<file path="src/rtl/i2c_pkg.sv">
// Shared types and constants for the I2C register target.
package i2c_pkg;

  typedef enum logic [3:0] {
    IDLE,
    ADDR,
    ADDR_ACK,
    PTR,
    PTR_ACK,
    WDATA,
    WDATA_ACK,
    RDATA,
    RACK,
    WAIT
  } i2c_state_t;

  localparam logic I2C_RW_READ = 1'b1;
  localparam int   BYTE_BITS   = 8;

endpackage

</file>
<file path="src/rtl/i2c_reg_target_bus_cond.sv">
// Synchronises SDA/SCL into clk and decodes SCL edges and START/STOP conditions.
module i2c_bus_cond (
  input  logic clk,
  input  logic rst_n,
  input  logic sda_i,
  input  logic scl_i,
  output logic scl_rise,
  output logic scl_fall,
  output logic sda_s,
  output logic start,
  output logic stop
);

  logic [1:0] pin_in;
  logic [1:0] pin_s;
  logic [1:0] pin_prev;

  assign pin_in = {scl_i, sda_i};

  // Index 0 is SDA, index 1 is SCL; both reset to the idle-bus level.
  for (genvar gi = 0; gi < 2; gi++) begin : g_sync
    logic [1:0] sync_reg;
    logic       prev_reg;

    always_ff @(posedge clk) begin
      if (!rst_n) begin
        sync_reg <= 2'b11;
        prev_reg <= 1'b1;
      end else begin
        sync_reg <= {sync_reg[0], pin_in[gi]};
        prev_reg <= sync_reg[1];
      end
    end

    assign pin_s[gi]    = sync_reg[1];
    assign pin_prev[gi] = prev_reg;
  end

  assign sda_s    = pin_s[0];
  assign scl_rise = pin_s[1] & ~pin_prev[1];
  assign scl_fall = ~pin_s[1] & pin_prev[1];
  assign start    = pin_s[1] & pin_prev[1] & pin_prev[0] & ~pin_s[0];
  assign stop     = pin_s[1] & pin_prev[1] & ~pin_prev[0] & pin_s[0];

endmodule

</file>
<file path="src/rtl/i2c_reg_target.sv">
// I2C target exposing NUM_REGS byte registers with pointer addressing,
// auto-incrementing burst writes and reads.
module i2c_reg_target
  import i2c_pkg::*;
#(
  parameter logic [6:0]            ADDRESS   = 7'd69,
  parameter int                    NUM_REGS  = 4,
  parameter logic [NUM_REGS*8-1:0] REG_RESET = '0,
  localparam int                   PTR_W     = $clog2(NUM_REGS)
) (
  input  logic                  clk,
  input  logic                  btn_a,
  input  logic                  sda_i,
  input  logic                  scl_i,
  output logic                  sda_o,
  output logic                  scl_o,
  output logic [NUM_REGS*8-1:0] regs_o,
  output logic                  wr_strobe_o,
  output logic [PTR_W-1:0]      wr_index_o,
  output logic                  busy_o
);

  localparam logic [3:0] LAST_BIT = 4'(BYTE_BITS);

  logic scl_rise, scl_fall, sda_s, start, stop;

  i2c_bus_cond u_bus_cond (
    .clk      (clk),
    .rst_n    (btn_a),
    .sda_i    (sda_i),
    .scl_i    (scl_i),
    .scl_rise (scl_rise),
    .scl_fall (scl_fall),
    .sda_s    (sda_s),
    .start    (start),
    .stop     (stop)
  );

  i2c_state_t       state_reg;
  logic [3:0]       bit_cnt_reg;
  logic [7:0]       shift_reg;
  logic [PTR_W-1:0] ptr_reg;
  logic             rw_reg;
  logic [7:0]       regs_reg [NUM_REGS];

  function automatic logic [PTR_W-1:0] ptr_next(input logic [PTR_W-1:0] p);
    return (int'(p) == NUM_REGS - 1) ? '0 : p + PTR_W'(1);
  endfunction

  always_ff @(posedge clk) begin
    if (!btn_a) begin
      state_reg   <= IDLE;
      bit_cnt_reg <= '0;
      shift_reg   <= '0;
      ptr_reg     <= '0;
      rw_reg      <= 1'b0;
      sda_o       <= 1'b0;
      wr_strobe_o <= 1'b0;
      wr_index_o  <= '0;
      for (int i = 0; i < NUM_REGS; i++) regs_reg[i] <= REG_RESET[8*i +: 8];
    end else begin
      wr_strobe_o <= 1'b0;
      if (start) begin
        state_reg   <= ADDR;
        bit_cnt_reg <= '0;
        sda_o       <= 1'b0;
      end else if (stop) begin
        state_reg <= IDLE;
        sda_o     <= 1'b0;
      end else begin
        // Receive states share one shifter; the byte is acted on at the 8th SCL fall.
        if (scl_rise && (state_reg == ADDR || state_reg == PTR || state_reg == WDATA)
            && bit_cnt_reg != LAST_BIT) begin
          shift_reg   <= {shift_reg[6:0], sda_s};
          bit_cnt_reg <= bit_cnt_reg + 4'd1;
        end
        case (state_reg)
          ADDR: if (scl_fall && bit_cnt_reg == LAST_BIT) begin
            rw_reg <= shift_reg[0];
            if (shift_reg[7:1] == ADDRESS) begin
              sda_o     <= 1'b1;
              state_reg <= ADDR_ACK;
            end else begin
              sda_o     <= 1'b0;
              state_reg <= WAIT;
            end
          end
          ADDR_ACK: if (scl_fall) begin
            if (rw_reg == I2C_RW_READ) begin
              sda_o       <= ~regs_reg[ptr_reg][7];
              shift_reg   <= {regs_reg[ptr_reg][6:0], 1'b0};
              bit_cnt_reg <= 4'd1;
              state_reg   <= RDATA;
            end else begin
              sda_o       <= 1'b0;
              bit_cnt_reg <= '0;
              state_reg   <= PTR;
            end
          end
          PTR: if (scl_fall && bit_cnt_reg == LAST_BIT) begin
            if (int'(shift_reg) < NUM_REGS) begin
              ptr_reg   <= shift_reg[PTR_W-1:0];
              sda_o     <= 1'b1;
              state_reg <= PTR_ACK;
            end else begin
              sda_o     <= 1'b0;
              state_reg <= WAIT;
            end
          end
          PTR_ACK, WDATA_ACK: if (scl_fall) begin
            sda_o       <= 1'b0;
            bit_cnt_reg <= '0;
            state_reg   <= WDATA;
          end
          WDATA: if (scl_fall && bit_cnt_reg == LAST_BIT) begin
            regs_reg[ptr_reg] <= shift_reg;
            wr_strobe_o       <= 1'b1;
            wr_index_o        <= ptr_reg;
            ptr_reg           <= ptr_next(ptr_reg);
            sda_o             <= 1'b1;
            state_reg         <= WDATA_ACK;
          end
          RDATA: if (scl_fall) begin
            if (bit_cnt_reg == LAST_BIT) begin
              sda_o     <= 1'b0;
              state_reg <= RACK;
            end else begin
              sda_o       <= ~shift_reg[7];
              shift_reg   <= {shift_reg[6:0], 1'b0};
              bit_cnt_reg <= bit_cnt_reg + 4'd1;
            end
          end
          RACK: begin
            if (scl_rise) begin
              if (!sda_s) ptr_reg <= ptr_next(ptr_reg);
              else        state_reg <= WAIT;
            end else if (scl_fall) begin
              sda_o       <= ~regs_reg[ptr_reg][7];
              shift_reg   <= {regs_reg[ptr_reg][6:0], 1'b0};
              bit_cnt_reg <= 4'd1;
              state_reg   <= RDATA;
            end
          end
          default: sda_o <= 1'b0;
        endcase
      end
    end
  end

  for (genvar gi = 0; gi < NUM_REGS; gi++) begin : g_regs
    assign regs_o[8*gi +: 8] = regs_reg[gi];
  end

  assign scl_o  = 1'b0;
  assign busy_o = !(state_reg == IDLE || state_reg == ADDR || state_reg == WAIT);

endmodule

</file>
<file path="config.mk">
export PLATFORM = sky130hd
export DESIGN_NAME = i2c_reg_target
export DESIGN_NICKNAME = d
export VERILOG_FILES = /design/src/rtl/i2c_pkg.sv /design/src/rtl/i2c_reg_target_bus_cond.sv /design/src/rtl/i2c_reg_target.sv
export SDC_FILE = /design/constraint.sdc
export NUM_CORES = 1
export LEC_CHECK = 0
export CAP_MARGIN = 20
export CORE_MARGIN = 2
export CORE_UTILIZATION = 55
export CTS_BUF_LIST = sky130_fd_sc_hd__clkbuf_16
export CTS_CLUSTER_SIZE = 12
export DETAILED_ROUTE_END_ITERATION = 7
export MAX_ROUTING_LAYER = met4
export PLACE_DENSITY_LB_ADDON = 0.25
export REMOVE_ABC_BUFFERS = 1
export SLEW_MARGIN = 10
export SYNTH_ARGS = -nofsm -noshare
export SYNTH_HDL_FRONTEND = slang
export SYNTH_SLANG_ARGS = --single-unit
</file>
<file path="constraint.sdc">
create_clock -name clk -period 3.8 [get_ports clk]
set_input_delay 0.38 -clock clk [delete_from_list [all_inputs] [get_ports clk]]
set_output_delay 0.38 -clock clk [all_outputs]
set_load 0.02 [all_outputs]
</file>
Word-level counts from Yosys, hierarchy flattened:

Memory sizes are Yosys's and may differ from the RTL's. A register that Yosys moved wholly into a read port is not among the register bits.
Index checks and enable logic that the tools add are counted.

* flip-flop bits (word level): 29
* memory bits (writable): 32
* bits of input ports: 4
* output and inout bits: 38
* word-level logic and storage cells: 157
* memories: 1

* add/subtract/negate cells: 2
* $lt $le $gt $ge: 1
* equality and inequality tests: 36
* multiplexer cells: 65
* bitwise logic cells: 16
* reductions and logical operators: 23

Memory list
* regs_reg: words 4, bits a word 8, read ports 5, clocked after Yosys merged registers in 1, write ports 4, line i2c_reg_target.sv:44 `logic [7:0] regs_reg [NUM_REGS];`

Operator list (count)
* $mux W4: 19
* $mux W8: 8
* $pmux W4 S7: 1
* $ne A4 B4 Y1 const B: 6
* $pmux W8 S3: 1
* $mux W1: 23
* $reduce_and A10 Y1: 2
* $mux W2: 9
* $ne A2 B2 Y1 const B: 9
* $eq A4 B3 Y1 const B: 4
* $pmux W4 S4: 1
* $reduce_and A8 Y1: 2
* $eq A4 B4 Y1 const B: 3
* $not A1 Y1: 9
* $reduce_bool A9 Y1: 1
* $eq A4 B2 Y1 const B: 2
* $lt A8 B3 Y1 const B: 1
* $ne A4 B3 Y1 const B: 2
* $reduce_and A4 Y1: 2
* $reduce_or A8 Y1: 1
* $and A1 B1 Y1: 7
* $eq A7 B7 Y1 const B: 1
* $pmux W1 S7: 1
* $reduce_bool A7 Y1: 1
* other kinds (19): 27

Logic depth before layout (Yosys ltp):

Gate-level depths: netlist of the first run.

* word-level depth: 11
* gate-level depth with buffers: 9
* mapped depth without buffers: 8

Cells and area by module:

From an unflattened synthesis of the first run, not the netlist that was laid out.

* cells, all modules: 371
* area, all modules: 3594.7 µm²

By module, submodules not included
* i2c_reg_target: instances 1, cells an instance 355, area an instance 3404.5 µm², seq. area each 1461.4 µm²
* i2c_bus_cond: instances 1, cells an instance 16, area an instance 190.2 µm², seq. area each 120.1 µm²

Least setup slack after synthesis of the first run:

Ideal clock, no wire load.

* kind: reg2reg
* from: reg u_bus_cond.g_sync[1].sync_reg[1]
* to: mem regs_reg[3][0], enable pin
* setup time: 0.384 ns
* arrival: 1.946 ns
* required time: 3.416 ns
* path slack: 1.470 ns
* cell stages (with the launch flop): 9
* clock period less this slack: 2.330 ns
* cell sequence: dfxtp_1 > inv_1 > ha_1 > inv_2 > a21oi_4 > and3_1 > buf_6 > nand2_1 > o21ai_0

RTL lines
* start: declaration: line i2c_reg_target_bus_cond.sv:22 `logic [1:0] sync_reg;`
* start signal: assignment: line i2c_reg_target_bus_cond.sv:30 `sync_reg <= {sync_reg[0], pin_in[gi]};`
* end: declaration: line i2c_reg_target.sv:44

==> results of run 1 <==
## where the power goes
part,internal (mW),switching [mW]
combinational,0.167,0.239
clock,0.575,0.308
sequential,0.752,0.0715
## cell type report
class | instances | area [um2]
Clock buffer | 9 | 225
Clock inverter | 7 | 96.3
Fill cell | 512 | 2230
Inverter | 12 | 45.0
Multi-Input combinational cell | 287 | 2010
Sequential cell | 63 | 1580
Tap cell | 80 | 100
Timing Repair Buffer | 44 | 430
## how the worst min path moves through the flow
stage | slack [ps] | depth (start not counted) | end
2_1_floorplan | 390 | 1 | u_bus_cond.g_sync[0].sync_reg[1]
3_3_place_gp | 390 | 1 | u_bus_cond.g_sync[0].sync_reg[1]
3_5_place_dp | 400 | 1 | u_bus_cond.g_sync[1].sync_reg[1]
4_1_cts | 410 | 1 | u_bus_cond.g_sync[1].sync_reg[1]
5_1_grt | 420 | 1 | u_bus_cond.g_sync[1].sync_reg[1]
6_report | 410 | 1 | u_bus_cond.g_sync[0].sync_reg[1]
## stage by stage
stage / hold slack, ps / worst slack (ps) / power [mW] / instance area [um2] / instances
finish: 411 / 744 / 2.11 / 4490 / 502
global route: 416 / 553 / 2.18 / 4490 / 502
CTS: 413 / 779 / 2.11 / 4490 / 502
detailed placement: 397 / 835 / 1.23 / 4160 / 486
global placement: 392 / 969 / 1.23 / 4160 / 486
floorplan: 386 / 1220 / 1.09 / 3630 / 362
## per-layer routing
metal / up-vias / GRT usage / wire length (um)
li1: 1466 / - / -
met1: 1540 / 0.361 / 4030
met2: 168 / 0.426 / 4750
met3: 16 / 0.0562 / 729
met4: 0 / 0.0966 / 174
met5: - / - / 0
## cells by family after synthesis
kind of cell             count (synthesis)  synth area share
AO/OA/AOI/OAI                           83             0.161
XOR/XNOR                                 2           0.00665
adder cells (fa/ha/maj)                  7            0.0226
buffers and inverters                   38            0.0462
flip-flops                              63             0.420
multiplexers                            23            0.0878
other                                    1          0.000997
AND/OR/NAND/NOR                        171             0.254
## worst max-delay path, delay by kind of cell, from the launching register on
family          cells  cell delay, ps
flops               1             330
buf+inv             2             260
fa+ha+maj           1             510
simple gates        4            1350
compound gates      1             260
## placed cells by master, fill, tap and decap left out, drive strengths merged, types with 3 or more instances in the layout
cell           instances
a211oi                 4
a21boi                 6
a21o                   3
a21oi                 17
a221oi                 7
a311o                  6
and2                  35
and3                   4
buf                    4
clkbuf                 9
clkdlybuf4s50         40
dfxtp                 31
edfxtp                32
ha                     6
inv                   13
mux2                  10
mux2i                  6
mux4                   7
nand2                 58
nand2b                12
nand3                 20
nand4                  3
nor2                  16
nor2b                  4
nor3                   7
nor3b                  4
o211ai                 7
o21a                   4
o21ai                 12
o22ai                  3
==> metrics.txt, run 1 <==
status=finished clean; # DRC=0; worst min path class=register to register; Slowest-stage cell, CP=ha_1; Ports=42; Synth Register Bits=63; critical path class=register to register; Slew Limit Headroom=0.536; f_max=0.327 GHz; Die ar.=0.00752 mm2; Fin. Hold Viols=0; Clock transition at path regs=50 ps; WP data required=3790 ps; grt ovf=0; final cell utilization of the core=0.668; CP endpoint=regs_reg[1][2]; PwrDens=471 mW/mm2; 1st-iter DRT viols=255; Synth Warn #=0; most numerous cell in the Yosys netlist=nand2_1; Mapped Avg Cell Area=9.70 um2; number of max-cap violations=0; port bufs=40; setup bufs post-CTS=0; Core Box Area=0.00672 mm2; Hold Startpoint=u_bus_cond.g_sync[0].sync_reg[0]; Placement Rows=30; number of synthesized flops with an enable pin=32; fin crit share=0.804; Tmin final=3060 ps; Layout area overhead=19.2%; via count=3190; post-synth top area cell=edfxtp_1; first-pass GRT wire length=15.2 mm; CP Max Fanout=16; Post-CTS Resized=0; startpoint types=register; R2R Setup Slk=740 ps; Starting Density=0.560; Synth top area share=0.255; Reg2Reg Depth=8; DR WL/cell=19.3 um; max FFs per register=32; DP Wirelength=6.56 mm; clk buf depth=2; number of global-route vias before repair=2927; share of flip-flops with an asynchronous set or reset=0; clock skew=5.68 ps; Critical Path AT=3040 ps; Cell Chain, Critical Path=inv_1 -> ha_1 -> inv_2 -> a21oi_4 -> and3_1 -> nand3_4 -> nor3b_4 -> nand2b_1; Syn Std Cell Area=0.00376 mm2; TritonCTS buffer count=9; leakage=1.60 nW; maximum VDD drop=304 uV; Total GRT Usage=0.275; drt total wl=9.69 mm; Primary FF master, synth=edfxtp_1; Die Ht=86.7 um; count of final max-slew check failures=0; Die Wd=86.7 um; GP Congestion=0.865; vias per cell=6.35; post-synthesis cell count=388; layout net count=427; antenna violations before repair=0; synth cell count leaders=nand2_1, and2_1, edfxtp_1; critical path capture point type=register; DR pass1 iterations=5; Hold-fix buffers, CTS=0; main area contributors after synthesis=edfxtp_1, dfxtp_1, and2_1; register area share after synthesis=0.420; largest net degree at the start of global routing=25; CTS tree=built; Clock Latency Late Sink=330 ps; setup TNS=0 ps; Final Setup Violations=0; count of different cell masters after synthesis=67; CP Launch Point=u_bus_cond.g_sync[1].sync_reg[1]; R2R Path Start=u_bus_cond.g_sync[1].sync_reg[1]; layout cells sized above 1=0.123; worst reg2reg endpoint=regs_reg[1][2]; antenna diode count=0; Clock Sinks=63; RSZ-0062 raised after global routing=no; CTS H-Tree Depth=3; Routed Antenna Nets=0; clock root cell=clkbuf_16; measured slew at the worst slew-check pin=690 ps; CP peak stage delay=510 ps
(Power assumes the default switching activity.)
==> run 2, diff against run 1 <==
Settings changed: CORE_UTILIZATION 55 to 51.
Clock period 3.8 ns to 2.64 ns, I/O delays scaled along.
==> metrics.txt, run 2 (synthesized netlist as in run 1, its figures left out) <==
measured slew at the worst slew-check pin=690 ps; layout net count=444; Critical Path AT=2320 ps; Placement Rows=31; Fin. Hold Viols=0; Die Ht=89.9 um; CTS tree=built; Switching Fraction=0.312; DP Wirelength=7.13 mm; Hold-fix buffers, CTS=0; critical path class=register to register; Slowest-stage cell, CP=nand2b_1; R2R Path Start=u_bus_cond.g_sync[1].sync_reg[1]; Flop pwr share=0.392; DR pass1 iterations=5; startpoint types=register; Hold Startpoint=u_bus_cond.g_sync[1].sync_reg[0]; layout cells sized above 1=0.159; count of final max-slew check failures=0; Slew Limit Headroom=0.536; Final Setup Violations=0; Ports=42; DR WL/cell=18.7 um; Post-Layout Cell Count=538; Starting Density=0.522; P_int=1.98 mW; Layout area overhead=22.0%; combinational share of power=0.233; first-pass GRT wire length=16.1 mm; CP Launch Point=u_bus_cond.g_sync[1].sync_reg[1]; leakage=1.67 nW; fin crit share=0.883; vias per cell=6.06; Die Wd=89.9 um; Total GRT Usage=0.260; f_max=0.429 GHz; clock network fraction of design power=0.375; CP top delay family=simple AND/OR/NAND/NOR gates; switching power=899 uW; number of global-route vias before repair=3165; worst min path class=register to register; commonest non-fill, non-tap cell in the layout=nand2_1; # DRC=0; Clock Latency Late Sink=330 ps; clock skew=9.24 ps; antenna violations before repair=0; CTS H-Tree Depth=3; drt total wl=10.1 mm; via count=3260; RSZ-0062 raised after global routing=no; Clock Sinks=63; WP data required=2630 ps; footprint of the multi-input gates=0.00201 mm2; post-place setup slack=357 ps; status=finished clean; final worst slack=308 ps; CP peak stage delay=380 ps; port bufs=40; number of max-cap violations=0; largest net degree at the start of global routing=17; clk buf depth=2; Core Box Area=0.00721 mm2; CP Max Fanout=9; maximum VDD drop=472 uV; max FFs per register=32; Tmin final=2330 ps; most frequent cells in the layout=nand2_1, clkdlybuf4s50_1, and2_1, edfxtp_1, dfxtp_1; Clock transition at path regs=60 ps; antenna diode count=0; Cell Chain, Critical Path=inv_1 -> ha_1 -> inv_2 -> a21oi_4 -> and3_1 -> nand3_4 -> nor3b_4 -> nand2b_1; final cell utilization of the core=0.636; Filler cells=601; PwrDens=627 mW/mm2; setup TNS=0 ps; Bufs and invs on worst path=2; clock root cell=clkbuf_16; 1st-iter DRT viols=265; dpl cells=522; Post-CTS Resized=0; GP Congestion=0.891; TritonCTS buffer count=9; grt ovf=0; Register Area=0.00158 mm2; critical path capture point type=register; Routed Antenna Nets=0; setup bufs post-CTS=0; Die ar.=0.00808 mm2
## run 2: cell types whose count changed in the layout (fill, tap and decap cells not counted)
cell,change
clkinv_2,+2
bufinv_16,-2
buf_4,+17
clkinv_4,+1
clkinvlp_4,+1
clkinv_1,-1
inv_6,-1
## run 2: worst register-to-register path, cell delays in order, from the launching register on
cell and delay (ps):
dfxtp_1 320, inv_1 70, ha_1 180, inv_2 90
a21oi_4 240, and3_1 320, nand3_4 150, nor3b_4 240
nand2b_1 380
## run 2: area by class of cell
| type | count | area share |
|---|---|---|
| multi-input cells | 287 | 0.437 |
| flip-flops and latches | 63 | 0.345 |
| repair buffers | 61 | 0.122 |
| clock buffers | 9 | 0.0491 |
| well taps | 99 | 0.0270 |
| clock inverters | 7 | 0.0109 |
| inverters | 12 | 0.00981 |
## run 2: worst paths after layout
kind	slack, ps	to	cells after the start
max	310	regs_reg[1][4]	8
min	410	u_bus_cond.g_sync[1].sync_reg[1]	1
max reg2reg	310	regs_reg[1][4]	8
min reg2reg	410	u_bus_cond.g_sync[1].sync_reg[1]	1
## run 2: power by group through the flow
stage / clock network [mW] / registers (mW) / logic (mW)
5_1_grt: 1.14 / 1.14 / 0.721
2_1_floorplan: 0 / 1.21 / 0.350
4_1_cts: 1.09 / 1.13 / 0.661
3_5_place_dp: 0 / 1.15 / 0.656
3_3_place_gp: 0 / 1.15 / 0.657
6_report: 1.08 / 1.13 / 0.671
## run 2: per-stage QoR
step                power [mW]  area [um2]  hold WS, ps
floorplan                 1.56        3630          326
global placement          1.80        4320          392
detailed placement        1.80        4320          396
CTS                       2.88        4590          409
global route              2.99        4590          421
finish                    2.88        4590          409
## run 2: metal layers
layer  part of all wire  vias to the layer above  GRT usage  wire, um
li1                   -                     1510          -         -
met1               0.44                     1581      0.347      4400
met2               0.48                      155      0.402      4880
met3              0.063                       14     0.0386       634
met4              0.015                        0      0.106       153
met5                  0                        -          -         0
